`src/rtl/robo_sequenciador.sv`:
```
// Command sequencer between the decision FSM and the actuators.
// Queues one-shot moves in a FIFO and plays each back as a fixed-length
// actuator pulse. Counts completed advances and halts after too many
// consecutive turns until software clears the trapped condition.
module robo_sequenciador #(
    parameter int unsigned T_AVANCAR  = 4,
    parameter int unsigned T_GIRAR    = 2,
    parameter int unsigned T_REMOVER  = 6,
    parameter int unsigned FIFO_DEPTH = 4,
    parameter int unsigned MAX_GIROS  = 4
) (
    input  logic        clock,
    input  logic        reset,
    input  logic        cmd_valid,
    input  logic [1:0]  cmd_op,
    output logic        cmd_ready,
    input  logic        clear_trapped,
    output logic        motor_frente,
    output logic        motor_giro,
    output logic        garra,
    output logic        busy,
    output logic        done,
    output logic        trapped,
    output logic [15:0] passos
);

    localparam int unsigned PTR_W  = (FIFO_DEPTH > 1) ? $clog2(FIFO_DEPTH) : 1;
    localparam int unsigned CNT_W  = PTR_W + 1;
    localparam int unsigned T_AG   = (T_AVANCAR > T_GIRAR) ? T_AVANCAR : T_GIRAR;
    localparam int unsigned T_MAX  = (T_AG > T_REMOVER) ? T_AG : T_REMOVER;
    localparam int unsigned TMR_W  = $clog2(T_MAX + 1);
    localparam int unsigned GIR_W  = $clog2(MAX_GIROS + 1);
    localparam int unsigned PAS_W  = 16;

    localparam logic [1:0] OP_NOP     = 2'b00;
    localparam logic [1:0] OP_AVANCAR = 2'b01;
    localparam logic [1:0] OP_GIRAR   = 2'b10;

    typedef enum logic [1:0] {
        ST_IDLE    = 2'd0,
        ST_EXEC    = 2'd1,
        ST_TRAPPED = 2'd2
    } state_t;

    // FIFO storage
    logic [1:0]       r_mem [FIFO_DEPTH];
    logic [PTR_W-1:0] r_wr_ptr;
    logic [PTR_W-1:0] r_rd_ptr;
    logic [CNT_W-1:0] r_count;

    // FSM and output registers
    state_t           r_state;
    logic [TMR_W-1:0] r_timer;
    logic [1:0]       r_op;
    logic [GIR_W-1:0] r_giros;
    logic [PAS_W-1:0] r_passos;
    logic             r_frente;
    logic             r_giro;
    logic             r_garra;
    logic             r_busy;
    logic             r_done;
    logic             r_trapped;

    // Next-state values
    state_t           w_state_nxt;
    logic [TMR_W-1:0] w_timer_nxt;
    logic [1:0]       w_op_nxt;
    logic [GIR_W-1:0] w_giros_nxt;
    logic [PAS_W-1:0] w_passos_nxt;
    logic             w_frente_nxt;
    logic             w_giro_nxt;
    logic             w_garra_nxt;
    logic             w_busy_nxt;
    logic             w_done_nxt;
    logic             w_trapped_nxt;

    logic             w_full;
    logic             w_empty;
    logic             w_push;
    logic             w_pop;
    logic             w_flush;
    logic [1:0]       w_head;

    assign w_full    = (r_count == CNT_W'(FIFO_DEPTH));
    assign w_empty   = (r_count == '0);
    assign w_head    = r_mem[r_rd_ptr];
    assign cmd_ready = !w_full && !r_trapped;
    // NOPs complete the handshake but are never stored
    assign w_push    = cmd_valid && cmd_ready && (cmd_op != OP_NOP);

    // FIFO pointers and storage; a flush on trap entry overrides any push
    always_ff @(posedge clock or posedge reset) begin
        if (reset) begin
            r_wr_ptr <= '0;
            r_rd_ptr <= '0;
            r_count  <= '0;
            for (int unsigned i = 0; i < FIFO_DEPTH; i++) begin
                r_mem[i] <= OP_NOP;
            end
        end else if (w_flush) begin
            r_wr_ptr <= '0;
            r_rd_ptr <= '0;
            r_count  <= '0;
        end else begin
            if (w_push) begin
                r_mem[r_wr_ptr] <= cmd_op;
                r_wr_ptr        <= r_wr_ptr + PTR_W'(1);
            end
            if (w_pop) begin
                r_rd_ptr <= r_rd_ptr + PTR_W'(1);
            end
            if (w_push && !w_pop) begin
                r_count <= r_count + CNT_W'(1);
            end else if (!w_push && w_pop) begin
                r_count <= r_count - CNT_W'(1);
            end
        end
    end

    // State and registered outputs
    always_ff @(posedge clock or posedge reset) begin
        if (reset) begin
            r_state   <= ST_IDLE;
            r_timer   <= '0;
            r_op      <= OP_NOP;
            r_giros   <= '0;
            r_passos  <= '0;
            r_frente  <= 1'b0;
            r_giro    <= 1'b0;
            r_garra   <= 1'b0;
            r_busy    <= 1'b0;
            r_done    <= 1'b0;
            r_trapped <= 1'b0;
        end else begin
            r_state   <= w_state_nxt;
            r_timer   <= w_timer_nxt;
            r_op      <= w_op_nxt;
            r_giros   <= w_giros_nxt;
            r_passos  <= w_passos_nxt;
            r_frente  <= w_frente_nxt;
            r_giro    <= w_giro_nxt;
            r_garra   <= w_garra_nxt;
            r_busy    <= w_busy_nxt;
            r_done    <= w_done_nxt;
            r_trapped <= w_trapped_nxt;
        end
    end

    // Next-state logic: dequeue, time the pulse, update counters, trap
    always_comb begin
        w_state_nxt   = r_state;
        w_timer_nxt   = r_timer;
        w_op_nxt      = r_op;
        w_giros_nxt   = r_giros;
        w_passos_nxt  = r_passos;
        w_frente_nxt  = r_frente;
        w_giro_nxt    = r_giro;
        w_garra_nxt   = r_garra;
        w_busy_nxt    = r_busy;
        w_done_nxt    = 1'b0;
        w_trapped_nxt = r_trapped;
        w_pop         = 1'b0;
        w_flush       = 1'b0;

        unique case (r_state)
            ST_IDLE: begin
                if (!w_empty) begin
                    w_pop       = 1'b1;
                    w_op_nxt    = w_head;
                    w_busy_nxt  = 1'b1;
                    w_state_nxt = ST_EXEC;
                    unique case (w_head)
                        OP_AVANCAR: begin
                            w_timer_nxt  = TMR_W'(T_AVANCAR - 1);
                            w_frente_nxt = 1'b1;
                        end
                        OP_GIRAR: begin
                            w_timer_nxt = TMR_W'(T_GIRAR - 1);
                            w_giro_nxt  = 1'b1;
                        end
                        default: begin
                            w_timer_nxt = TMR_W'(T_REMOVER - 1);
                            w_garra_nxt = 1'b1;
                        end
                    endcase
                end
            end
            ST_EXEC: begin
                if (r_timer != '0) begin
                    w_timer_nxt = r_timer - TMR_W'(1);
                end else begin
                    w_frente_nxt = 1'b0;
                    w_giro_nxt   = 1'b0;
                    w_garra_nxt  = 1'b0;
                    w_busy_nxt   = 1'b0;
                    w_done_nxt   = 1'b1;
                    w_state_nxt  = ST_IDLE;
                    unique case (r_op)
                        OP_AVANCAR: begin
                            if (r_passos != {PAS_W{1'b1}}) begin
                                w_passos_nxt = r_passos + PAS_W'(1);
                            end
                            w_giros_nxt = '0;
                        end
                        OP_GIRAR: begin
                            if (r_giros == GIR_W'(MAX_GIROS - 1)) begin
                                w_giros_nxt   = GIR_W'(MAX_GIROS);
                                w_trapped_nxt = 1'b1;
                                w_flush       = 1'b1;
                                w_state_nxt   = ST_TRAPPED;
                            end else begin
                                w_giros_nxt = r_giros + GIR_W'(1);
                            end
                        end
                        default: begin
                            w_giros_nxt = '0;
                        end
                    endcase
                end
            end
            ST_TRAPPED: begin
                if (clear_trapped) begin
                    w_giros_nxt   = '0;
                    w_trapped_nxt = 1'b0;
                    w_state_nxt   = ST_IDLE;
                end
            end
            default: begin
                w_state_nxt = ST_IDLE;
            end
        endcase
    end

    assign motor_frente = r_frente;
    assign motor_giro   = r_giro;
    assign garra        = r_garra;
    assign busy         = r_busy;
    assign done         = r_done;
    assign trapped      = r_trapped;
    assign passos       = r_passos;

endmodule

```
`config.mk`:
```
export PLATFORM = sky130hd
export DESIGN_NAME = robo_sequenciador
export DESIGN_NICKNAME = d
export VERILOG_FILES = /design/src/rtl/robo_sequenciador.sv
export SDC_FILE = /design/constraint.sdc
export NUM_CORES = 1
export LEC_CHECK = 0
export BUFFER_PORTS_ARGS = -buffer_cell sky130_fd_sc_hd__buf_2
export CAP_MARGIN = 10
export CORE_ASPECT_RATIO = 1.4
export CORE_UTILIZATION = 62
export CTS_CLUSTER_DIAMETER = 60
export CTS_CLUSTER_SIZE = 16
export DETAILED_ROUTE_END_ITERATION = 8
export MAX_ROUTING_LAYER = met4
export PLACE_DENSITY_LB_ADDON = 0.12
export SKIP_LAST_GASP = 1
export SLEW_MARGIN = 5
export SYNTH_ARGS = -nofsm -noshare
export SYNTH_HDL_FRONTEND = slang
export SYNTH_SLANG_ARGS = --single-unit
```
`constraint.sdc`:
```
create_clock -name clock -period 6.5 [get_ports clock]
set_input_delay 0.975 -clock clock [delete_from_list [all_inputs] [get_ports clock]]
set_output_delay 0.975 -clock clock [all_outputs]
set_load 0.05 [all_outputs]
```
Word level (Yosys, flattened, before mapping)
Cells that the tools add are included.
{"block": "classes", "magnitude_cmp": 3, "reduce_logical": 31, "bitwise_logic": 5, "n_mux": 53, "addsub": 7, "eq_ne": 18}
{"cell": "$mux 3", "n": 9}
{"cell": "$mux 2", "n": 12}
{"cell": "$mux 1", "n": 20}
{"cell": "$pmux 3 s2", "n": 3}
{"cell": "$add 16x1->16 const B", "n": 1}
{"cell": "$ne 16x16->1 const B", "n": 1}
{"cell": "$reduce_and 4->1", "n": 4}
{"cell": "$ne 2x2->1 const B", "n": 7}
{"cell": "$reduce_and 3->1", "n": 4}
{"cell": "$pmux 1 s2", "n": 5}
{"cell": "$reduce_bool 2->1", "n": 5}
{"cell": "$bwmux 8", "n": 1}
{"cell": "$add 3x1->3 const B", "n": 2}
{"cell": "$eq 2x1->1 const B", "n": 3}
{"cell": "$eq 2x2->1 const B", "n": 3}
{"cell": "$ge 3x3->1 const B", "n": 2}
{"cell": "$logic_and 1x1->1", "n": 6}
{"cell": "$not 2->3", "n": 2}
{"cell": "$pmux 2 s3", "n": 1}
{"cell": "$reduce_bool 3->1", "n": 2}
{"cell": "$sub 3x1->3 const B", "n": 2}
{"cell": "$reduce_and 5->1", "n": 1}
{"cell": "$add 2x1->2 const B", "n": 2}
{"cell": "$bmux 2 s2", "n": 1}
{"cell": "11 further kinds", "n": 18}
{"block": "word_totals", "register_bits": 47, "word_cells": 135, "output_inout_bits": 23, "input_bits": 6}

Depth between registers and ports, before layout
{"block": "logic_depth", "depth_word": 10, "depth_mapped": 10, "ltp_nobuf": 9}

Worst setup path after synthesis
OpenSTA, ideal clock, no wires.
{"block": "synth_timing", "path_type": "input to register", "startpoint": "input cmd_op[0]", "endpoint": "register r_count[2]", "t_required_ps": 6376, "n_path_buf": 1, "arrival_ps": 2399, "setup_ps": 124, "cell_stages": 8, "slack_ps": 3977, "path_cell_list": "o21ai_0 -> a211o_1 -> clkbuf_1 -> nor2_1 -> fa_1 -> nor3_1 -> o21ai_0 -> nor3b_1"}
{"block": "synth_via", "elab_chain_len": 5, "word_cells_on_any_way": 8, "classes_between": "mux (2); reduce/logical (6)"}
{"item": "from (decl)", "line": "15", "source": "input logic [1:0] cmd_op,"}
{"item": "$reduce_bool 2->1 *", "line": "89", "source": "assign w_push = cmd_valid && cmd_ready && (cmd_op != OP_NOP);"}
{"item": "$logic_and 1x1->1 *", "line": "89"}
{"item": "$logic_and 1x1->1 / $logic_not 1->1 (equally long branches)", "line": "112, 114"}
{"item": "$mux 3 / $logic_and 1x1->1 (equally long branches)", "line": "112, 114"}
{"item": "$mux 3 / $reduce_bool 3->1 (equally long branches)"}
{"item": "to (signal assigned)", "line": "113", "source": "r_count <= r_count + CNT_W'(1);"}
{"item": "to (signal assigned)", "line": "115", "source": "r_count <= r_count - CNT_W'(1);"}
{"item": "to (decl)", "line": "49", "source": "logic [CNT_W-1:0] r_count;"}
Every way passes the cells marked *; elsewhere a longest branch is shown, timed or not.
A chain may end at the register's enable or synchronous reset.

Final worst setup path
Same ends and word-level chain as after synthesis.

==> metrics.txt <==
Bufs on Longest Clock Path 2; Tcrit/Tclk final 36.74%; DRC viols 0; Fill cells roughly 270; diode count 0; CP Class in2reg; WP data arrival around 2.6 ns; vias in the first global route ~1600; nets 262; worst r2r path cells 9; prevailing post-synth register cell dfrtp_1; number of synthesized flops with an enable pin 0; gpl congestion 0.8353; # setup viols final 0; Final min period 2.388 ns; power density over the cells ~420 mW/mm^2; htree depth 2; Resized cells post-CTS 0; TritonCTS clock tree built; area grow syn2layout 12.65%; CTS clk-pin slew, worst paths roughly 0.08 ns; clk_lat worst skew roughly 0.30 ns; die width roughly 54 um; antenna violations before repair 0; Yosys reg bits 47; RSZ-0062 raised after global routing false; peak supply drop 0.3166 mV; initial core utilization 64.35%; die area approximately 0.0040 mm^2; total of warnings raised by yosys 0; footprint of the multi-input gates about 0.0011 mm^2; R2R Setup Slk 4.38 ns; Worst slew margin between 50% and 60%; Final Non-Filler Cells around 290; clk_skew about 0.0085 ns; max_cap viols 0; Power Total about 1.1 mW; port buffer count 28; leakage around 1.3 nW; crit path max fanout 7; Placed Cells 278; Hold/Removal Path Class reg2reg; Detailed Route WL around 4300 um; first-pass GRT wire length 6989 um; top layer in use met4; Synth Area per Inst 11.22 um^2; most common cell after layout, fill and taps aside dfrtp_1; final hold violations 0; metal1 wirelength 1704 um; number of DRC markers in iteration 0 34; largest net degree at the start of global routing 31; most frequent cells in the layout dfrtp_1 (47), buf_2 (28), nor2_1 (16), xnor2_1 (16), nand2_1 (15); crit end category flop; DR WL met2 about 2400 um; hold depth 1; hpwl dp 3196 um; Met3 Wirelength 139 um; setup TNS 0 ns; # Post-CTS Setup Buffers 0; WL/cell 15.12 um; CP required 6.67 ns; core area 0.003643 mm^2; drt first pass iters 4; max frequency ~420 MHz; synthesized area 0.002345 mm^2; die height between 70 and 80 um; FF/Latch Area around 0.0012 mm^2; Slew @ Worst Pin about 0.61 ns; Netlist cell types 43; share of flip-flops with an asynchronous set or reset between 90% and 100%; status completed; Ports 29; max-slew violation count 0; GRT Util Overall roughly a quarter; # rows 26; CP startpoint kind primary input; gr ovfl total 0; CTS Sinks 47; via/cell ratio slightly below 6; # hold bufs at CTS 0; CTS Buf Count 5; syn nets 228; clk root buf clkbuf_8; share of layout cells above drive strength 1 between 20% and 30%; total number of vias 1652; Seq/Total Area, Yosys 50.16%; Cells after Synth approximately 210; Routed Antenna Nets 0
path summary, 6_finish.rpt:
kind                              endpoint       start
min in group asynchronous        passos[5]       reset
worst max-delay path            r_count[2]   cmd_op[0]
worst min register to register   passos[7]   passos[7]
worst max register to register  passos[12]  r_timer[0]
worst min-delay path             passos[7]   passos[7]
max in group asynchronous             busy       reset
where the power goes:
part	switching, mW	total, mW	internal, mW
Sequential	0.0735	0.454	0.381
Combinational	0.265	0.458	0.193
Clock	0.0907	0.203	0.113
Total	0.429	1.12	0.686
routing by layer:
layer | vias up | track usage, %
met5 | - | -
met4 | 0 | 10.83
met3 | 9 | 5.455
met2 | 38 | 43.76
met1 | 820 | 26.77
li1 | 785 | -
cell families (layout without fill, tap and decap cells):
logic type / after synthesis / count (layout) / synth area share (%)
simple gates: 71 / 71 / 16.49
flops: 47 / 47 / 50.16
compound gates: 26 / 26 / 7.898
xor+xnor: 21 / 21 / 7.844
buf+inv: 18 / 52 / 3.202
fa+ha+maj: 13 / 13 / 7.257
mux: 13 / 13 / 7.150
critical path, cell delays in order:
cell and delay, ns:
buf_2 0.12, o21ai_0 0.19, a211o_1 0.29, nor2_1 0.10
fa_1 0.38, nor3_1 0.23, o21ai_0 0.12, nor3b_1 0.14
sequential cells by signal, indices dropped and copies added, names as in the netlist:
register,cells
r_timer,3
r_wr_ptr,2
r_mem,8
motor_frente,1
r_rd_ptr,2
garra,1
r_count,3
motor_giro,1
busy,1
passos,16
r_state,2
done,1
r_op,2
r_giros,3
trapped,1
layout make-up:
cell class,instances,share of cell area [%]
inverters,15,2.321
flip-flops and latches,47,44.53
multi-input cells,144,41.40
well taps,42,1.990
clock buffers,6,2.748
clock inverters,1,1.137
repair buffers,30,5.874
Yosys cell counts, types with 2 or more instances:
library cell   n  area (um^2)
o21ai_0        3        15.01
nand3_1        6        30.03
nand2_1       15        56.30
a21o_1         3        22.52
a22o_1         3        26.28
xnor2_1       16        140.1
nor2_2         4        25.02
mux4_2         2        45.04
and2b_1        2        15.01
xor2_1         5        43.79
nand4_1        7        43.79
nor2_1        16        60.06
a21oi_1        6        30.03
o31ai_1        4        30.03
dfrtp_1       47         1176
inv_1         14        52.55
nor3_1         7        35.03
buf_2          2        10.01
ha_1          12        150.1
mux2_2        10        112.6
and3_1         2        12.51
a211oi_1       2        15.01
per-stage QoR:
step                      util (%)  area, um^2  hold WS, ns  setup slack [ns]
after floorplan                  -        2345       0.4485             3.977
after global placement       69.68        2539       0.4578             3.873
after detailed placement     69.68        2539       0.4869             3.803
after CTS                    72.49        2641       0.5038             4.124
after global routing         72.49        2641       0.5174             3.943
final                        72.49        2641       0.4927             4.112
Power figures use the tool's default switching activity.
